### config.mk
export PLATFORM = sky130hd
export DESIGN_NAME = ram_input_reader
export DESIGN_NICKNAME = d
export VERILOG_FILES = /design/src/rtl/ram_input_reader.sv
export SDC_FILE = /design/constraint.sdc
export NUM_CORES = 1
export LEC_CHECK = 0
export CAP_MARGIN = 25
export CORE_MARGIN = 2
export CORE_UTILIZATION = 55
export DETAILED_ROUTE_END_ITERATION = 16
export GPL_ROUTABILITY_DRIVEN = 0
export PLACE_DENSITY = 0.9
export SYNTH_ARGS = -nofsm -noshare
export SYNTH_HDL_FRONTEND = slang
export SYNTH_SLANG_ARGS = --single-unit
### constraint.sdc
create_clock -name clk -period 3.4 [get_ports clk]
set_input_delay 0.51 -clock clk [delete_from_list [all_inputs] [get_ports clk]]
set_output_delay 0.51 -clock clk [all_outputs]
set_load 0.03 [all_outputs]
### src/rtl/ram_input_reader.sv
// Streams LEN bits from a 1-bit RAM with one-cycle read latency and packs them LSB-first
// into OUT_WIDTH-bit words on a valid/ready output with full backpressure.
module ram_input_reader #(
  parameter int DATA_WIDTH = 1,
  parameter int ADDR_WIDTH = 10,
  parameter int OUT_WIDTH  = 8
) (
  input  logic                  clk,
  input  logic                  rst,
  input  logic                  start,
  input  logic [ADDR_WIDTH-1:0] base_addr,
  input  logic [ADDR_WIDTH:0]   len,
  output logic [ADDR_WIDTH-1:0] ram_addr,
  input  logic [DATA_WIDTH-1:0] ram_q,
  output logic [OUT_WIDTH-1:0]  out_data,
  output logic                  out_valid,
  input  logic                  out_ready,
  output logic                  out_last,
  output logic                  busy,
  output logic                  done
);
  localparam int LW = ADDR_WIDTH + 1;
  localparam int CW = $clog2(OUT_WIDTH + 1);

  typedef enum logic [1:0] {IDLE, READ, DRAIN, FIN} state_t;

  state_t               state;
  logic [LW-1:0]        len_r;
  logic [LW-1:0]        issued_cnt;
  logic [LW-1:0]        recv_cnt;
  logic [CW-1:0]        acc_cnt;
  logic [OUT_WIDTH-1:0] acc;
  logic                 in_flight;

  logic [OUT_WIDTH-1:0] acc_next;
  logic [CW-1:0]        cnt_next;
  logic [LW-1:0]        recv_next;
  logic                 word_ready;
  logic                 out_free;
  logic                 moves;
  logic                 issue;
  logic                 start_ok;

  // Accumulator view that already includes the bit returning this cycle.
  always_comb begin
    acc_next  = acc;
    cnt_next  = acc_cnt;
    recv_next = recv_cnt;
    if (in_flight) begin
      acc_next  = acc | (OUT_WIDTH'(ram_q[0]) << acc_cnt);
      cnt_next  = acc_cnt + CW'(1);
      recv_next = recv_cnt + LW'(1);
    end
    word_ready = (cnt_next == CW'(OUT_WIDTH)) || ((recv_next == len_r) && (cnt_next != '0));
    out_free   = !out_valid || out_ready;
    moves      = word_ready && out_free;
    // Never let more bits be outstanding than the accumulator can absorb.
    issue      = (state == READ) && (issued_cnt != len_r) &&
                 ((({1'b0, acc_cnt} + (CW+1)'(in_flight)) < (CW+1)'(OUT_WIDTH)) ||
                  (in_flight && moves));
    start_ok   = start && ((state == IDLE) || (state == FIN));
  end

  always_ff @(posedge clk) begin
    if (rst) begin
      state      <= IDLE;
      len_r      <= '0;
      issued_cnt <= '0;
      recv_cnt   <= '0;
      acc_cnt    <= '0;
      acc        <= '0;
      in_flight  <= 1'b0;
      ram_addr   <= '0;
      out_data   <= '0;
      out_valid  <= 1'b0;
      out_last   <= 1'b0;
      busy       <= 1'b0;
      done       <= 1'b0;
    end else begin
      done <= 1'b0;

      if (moves) begin
        out_data  <= acc_next;
        out_valid <= 1'b1;
        out_last  <= (recv_next == len_r);
        acc       <= '0;
        acc_cnt   <= '0;
      end else begin
        if (out_valid && out_ready) begin
          out_valid <= 1'b0;
          out_last  <= 1'b0;
        end
        acc     <= acc_next;
        acc_cnt <= cnt_next;
      end

      recv_cnt  <= recv_next;
      in_flight <= issue;
      if (issue) begin
        ram_addr   <= ram_addr + ADDR_WIDTH'(1);
        issued_cnt <= issued_cnt + LW'(1);
      end

      case (state)
        IDLE, FIN: begin
          if (start_ok) begin
            len_r      <= len;
            ram_addr   <= base_addr;
            issued_cnt <= '0;
            recv_cnt   <= '0;
            if (len != '0) begin
              state <= READ;
              busy  <= 1'b1;
            end else begin
              state <= FIN;
              done  <= 1'b1;
            end
          end else begin
            state <= IDLE;
          end
        end
        READ: begin
          if (issue && ((issued_cnt + LW'(1)) == len_r)) state <= DRAIN;
        end
        DRAIN: begin
          if (out_valid && out_ready && out_last) begin
            state <= FIN;
            busy  <= 1'b0;
            done  <= 1'b1;
          end
        end
        default: state <= IDLE;
      endcase
    end
  end
endmodule

== Word level (Yosys, flattened, before mapping) ==
Index checks and enable logic that the tools add are counted.

* Bits in registers: 70
* Bits of input ports: 26
* Output and inout port bits: 22
* Word-level logic and storage cells: 83

* $add $sub $neg: 5
* Magnitude comparators: 1
* Equal/unequal tests: 11
* Shifts and indexed selects: 1
* Mux-type cells: 27
* Bitwise logic cells: 1
* Reductions and logical operators: 24

{| class="wikitable"
|+ Operator list
! kind !! number
|-
| $mux W11 || 6
|-
| $mux W10 || 3
|-
| $add A11 B1 Y11 const B || 2
|-
| $eq A11 B11 Y1 || 2
|-
| $ne A11 B11 Y1 || 1
|-
| $reduce_bool A11 Y1 || 1
|-
| $add A10 B1 Y10 const B || 1
|-
| $logic_and A1 B1 Y1 || 9
|-
| $mux W1 || 9
|-
| $mux W2 || 4
|-
| $mux W8 || 1
|-
| $or A8 B8 Y8 || 1
|-
| $shl A1 B4 Y8 || 1
|-
| $ne A2 B2 Y1 const B || 3
|-
| $pmux W2 S3 || 1
|-
| $add A4 B1 Y5 || 1
|-
| $lt A5 B4 Y1 const B || 1
|-
| $add A4 B1 Y4 const B || 1
|-
| $eq A2 B2 Y1 const B || 2
|-
| $eq A4 B4 Y1 const B || 1
|-
| $logic_or A1 B1 Y1 || 4
|-
| $mux W4 || 1
|-
| $pmux W1 S2 || 2
|-
| $reduce_and A2 Y1 || 2
|-
| 8 further kinds || 10
|}

== Depth between registers and ports, before layout ==
Gate-level depths: netlist of the first run.

* Depth after elaboration: 12
* Mapped depth: 12
* Gate-level depth less buffers: 10

== Least setup slack after synthesis of the first run ==
Ideal clock, no wire load.

* Kind: register -> register
* Start point: reg recv_cnt[0]
* End point: reg ram_addr[9]
* Library setup time: 91 ps
* Data arrival time: 2820 ps
* Required time: 3309 ps
* Setup slack: 489 ps
* Cell stages (with the launch flop): 11
* Path buffers: 0
* Period minus slack after synthesis: 2911 ps
* Cells stage by stage: dfxtp_1 > ha_1 > nand2_1 > nor4_1 > xnor2_1 > and4b_1 > nand4_4 > a211oi_4 > nor2_2 > or4_1 > a311oi_1

* Longest elaborated chain between the ends: 12

{| class="wikitable"
|+ RTL lines
! element !! line !! source
|-
| start: declaration || 30 || <nowiki>logic [LW-1:0] recv_cnt;</nowiki>
|-
| start signal: assignment || 97 || <nowiki>recv_cnt <= recv_next;</nowiki>
|-
| $add A11 B1 Y11 || 52 || <nowiki>recv_next = recv_cnt + LW'(1);</nowiki>
|-
| $mux W11 * || 49 || <nowiki>if (in_flight) begin</nowiki>
|-
| $eq A11 B11 Y1 * || 54 || <nowiki>word_ready = (cnt_next == CW'(OUT_WIDTH)) || ((recv_next == len_r) && (cnt_next != '0));</nowiki>
|-
| $logic_and A1 B1 Y1 * || 54 ||
|-
| $logic_or A1 B1 Y1 * || 54 ||
|-
| $logic_and A1 B1 Y1 * || 56 || <nowiki>moves = word_ready && out_free;</nowiki>
|-
| $logic_and A1 B1 Y1 * || 60 || <nowiki>(in_flight && moves));</nowiki>
|-
| $logic_or A1 B1 Y1 * || 59 || <nowiki>((({1'b0, acc_cnt} + (CW+1)'(in_flight)) < (CW+1)'(OUT_WIDTH)) ||</nowiki>
|-
| $logic_and A1 B1 Y1 * || 58 || <nowiki>issue = (state == READ) && (issued_cnt != len_r) &&</nowiki>
|-
| $mux W10 * || 99 || <nowiki>if (issue) begin</nowiki>
|-
| $mux W10 || 106 || <nowiki>if (start_ok) begin</nowiki>
|-
| $mux W10 * || 104 || <nowiki>case (state)</nowiki>
|-
| end signal: assignment || 100 || <nowiki>ram_addr <= ram_addr + ADDR_WIDTH'(1);</nowiki>
|-
| end signal: assignment || 108 || <nowiki>ram_addr <= base_addr;</nowiki>
|-
| end: declaration || 13 || <nowiki>output logic [ADDR_WIDTH-1:0] ram_addr,</nowiki>
|}

Mark *: on every way between the ends. The rest lies on a longest branch, timed or not.
A chain may end at the register's enable or synchronous reset.

== Final worst setup path of the first run ==
* Start point: reg recv_cnt[5]
* End point: reg ram_addr[5]

The elaborated chain is that of the path after synthesis.

==> out/qor.yml, run 1 <==
status: "complete, no violations"
skew_ns: 0.00696
sequentialPowerShare_pct: 39.0
grt_pass1_wl_um: 15500
grt_util_met2_pct: 44.1
portBuffers: 47
drive_above_1_share_pct: 7.57
die_y_um: 87.1
path_cells: "nand2_1 > nor4_2 > xnor2_1 > and4b_1 > nand4_4 > a211oi_4 > nor2_2 > or4_1 > a311oi_1"
coreArea_sq_um: 6720
firstDrtPassIters: 5
muxShareOfSynthArea_pct: 1.71
clock-sinks: 70
total_power_mw: 2.74
post_drt_via_cell_ratio: 6.08
slowest_stage: "dfxtp_1"
crit_family: "simple AND/OR/NAND/NOR gates"
fp.dieW_um: 87.1
cts_tree: "done"
setup.worst_path.class: "reg2reg"
worst-path-max-fanout: 21
num_rows: 30
crit_required_ns: 3.65
synthXorXnorAreaFrac_pct: 12.6
vdd_ir_drop_max_v: 0.000385
grt_pass1_vias: 3477
setup_tns_ns: 0
crit_arrival_ns: 3.48
clk_pin_slew_ns: 0.08
synth_edf_count: 0
dieArea_sq_um: 7580
cp.buffers_inverters: 0
tightest_slew_ns: 0.940
sw_frac_of_total_pct: 37.9
seq_area_frac_synth_pct: 36.9
hold_viol_final: 0
cp-start-kind: "flip-flop"
timing.final.crit_share_pct: 94.8
setup_viol: 0
gr-max-usage-layer: "met2"
drc: 0
synth.largest_area_cell: "dfxtp_1"
layout_commonest_cell: "dfxtp_1"
grt_overflow: 0
htreeDepth: 3
fin_crit_ns: 3.22
ios: 48
synthCells: 462
drv_cap: 0
synthToLayoutAreaGrowth_pct: 19.1
synth_seq_cells: 70
synth_compound_area_share_pct: 17.2
finalNonFillerCells: 582
postCtsHoldBufs: 0
synthSimpleGateAreaFrac_pct: 24.6
syn-num-nets: 495
wl_per_cell_um: 16.4
post-cts-setup-buffers: 0
grt_use_total_pct: 25.8
ys_types: 59
grt_max_degree: 50
antenna_left: 0
synthFlopType: "dfxtp_1"
final_util_pct: 67.3
dp.final_hpwl_um: 6590
cts_resized: 0
end_kind: "flip-flop"
postSynth.asyncResetShare_pct: 0
syn_area_sq_um: 3800
n_antenna_cell: 0
slowest_delay_ns: 0.54
cts_root_buffer: "clkbuf_8"
hold_class: "reg2reg"
clock_power_share_pct: 25.3
start_util_pct: 56.5
antenna_found_initial: 0
cts_buffers: 9
wl_um: 9540
synth_fa_ha_area_share_pct: 2.57
drt_iter0_markers: 252
synth_warnings: 0
synth_top_family_by_area: "simple AND/OR/NAND/NOR gates"
p_int_mw: 1.70
cts.path.max_buffers: 2
avgSynthCellArea_sq_um: 8.22
leakage_nw: 1.52
p_sw_mw: 1.04
slew_headroom_pct: 37.3
fmax_mhz: 310
synth_top_area_share_pct: 36.9
nets: 530
use_met3_pct: 4.93
slew_viol_final: 0
via_count: 3539
clkLatencyLatePin_ns: 0.34
dp.cells: 566
final_cell_mix: "dfxtp_1, nor2_1, nand2_1"
pwr-share-comb_pct: 35.7
synthTopCellsByArea: "dfxtp_1, xnor2_1, xor2_1"
grtUsageMet1_pct: 31.7
power_density_nw_per_um2: 606
[through the flow]
stage / setup WS, ns / hold slack [ns] / area [sq um]
2_1_floorplan: 0.489 / 0.462 / 3800
3_5_place_dp: 0.0850 / 0.494 / 4290
5_1_grt: -0.0419 / 0.527 / 4520
4_1_cts: 0.0229 / 0.509 / 4500
6_report: 0.176 / 0.511 / 4520
3_3_place_gp: 0.244 / 0.484 / 4290
[power groups by stage]
stage / combinational (mW) / clock (mW) / sequential [mW]
6_report: 0.978 / 0.693 / 1.07
3_3_place_gp: 0.937 / 0 / 1.07
3_5_place_dp: 0.963 / 0 / 1.08
5_1_grt: 1.07 / 0.734 / 1.08
4_1_cts: 0.973 / 0.705 / 1.06
2_1_floorplan: 0.579 / 0 / 1.16
[cell type report]
cell class	instances	area (sq um)
Fill cell	518	2200
Tap cell	80	100
Clock inverter	5	57.6
Multi-Input combinational cell	352	2250
Timing Repair Buffer	53	515
Inverter	11	41.3
Clock buffer	11	151
Sequential cell	70	1400
[routing by layer]
layer	share of wire [%]	up-vias
met5	0	-
met4	2.5	0
met3	6.1	25
met2	49	112
met1	42	1680
li1	-	1722
[cell usage after synthesis (11+ instances only)]
cell type	instances
a21oi_1	28
nand2_1	48
xnor2_1	27
xor2_1	25
dfxtp_1	70
clkbuf_1	19
nor3_1	18
or3_1	12
nand3_1	14
nor2_1	50
o21ai_0	17
inv_1	11
a211oi_1	16
nor4_1	11
[tightest hold or removal path, stage by stage (launching register included)]
cell,delay (ns)
dfxtp_1,0.32
nor2_1,0.10
a211oi_1,0.05
[worst paths after layout]
kind / startpoint / to / slack [ns] / cells past startpoint
worst max-delay path: recv_cnt[5] / ram_addr[5] / 0.18 / 9
worst min register to register: out_data[6] / out_data[6] / 0.51 / 2
worst min-delay path: out_data[6] / out_data[6] / 0.51 / 2
worst max register to register: recv_cnt[5] / ram_addr[5] / 0.18 / 9
[kinds of logic after synthesis]
logic type               after synthesis
flip-flops                            70
AND/OR/NAND/NOR                      188
adder cells (fa/ha/maj)                8
buffers and inverters                 40
multiplexers                           6
AO/OA/AOI/OAI                         97
XOR/XNOR                              53
[registers in the layout, indices dropped and copies added (netlist names)]
name and count:
issued_cnt 11, len_r 11, recv_cnt 11, ram_addr 10, acc 8, out_data 8
acc_cnt 4, state 2, busy 1, done 1, in_flight 1, out_last 1
out_valid 1
(Power assumes the default switching activity.)
==> run 2, diff against run 1 <==
--- a/config.mk
+++ b/config.mk
@@ -11,6 +11,7 @@
 export DETAILED_ROUTE_END_ITERATION = 16
 export GPL_ROUTABILITY_DRIVEN = 0
 export PLACE_DENSITY = 0.9
+export SKIP_CTS_REPAIR_TIMING = 1
 export SYNTH_ARGS = -nofsm -noshare
 export SYNTH_HDL_FRONTEND = slang
 export SYNTH_SLANG_ARGS = --single-unit
==> results of run 2 <==
Final layout, timing and power as in run 1 (identical DEF).
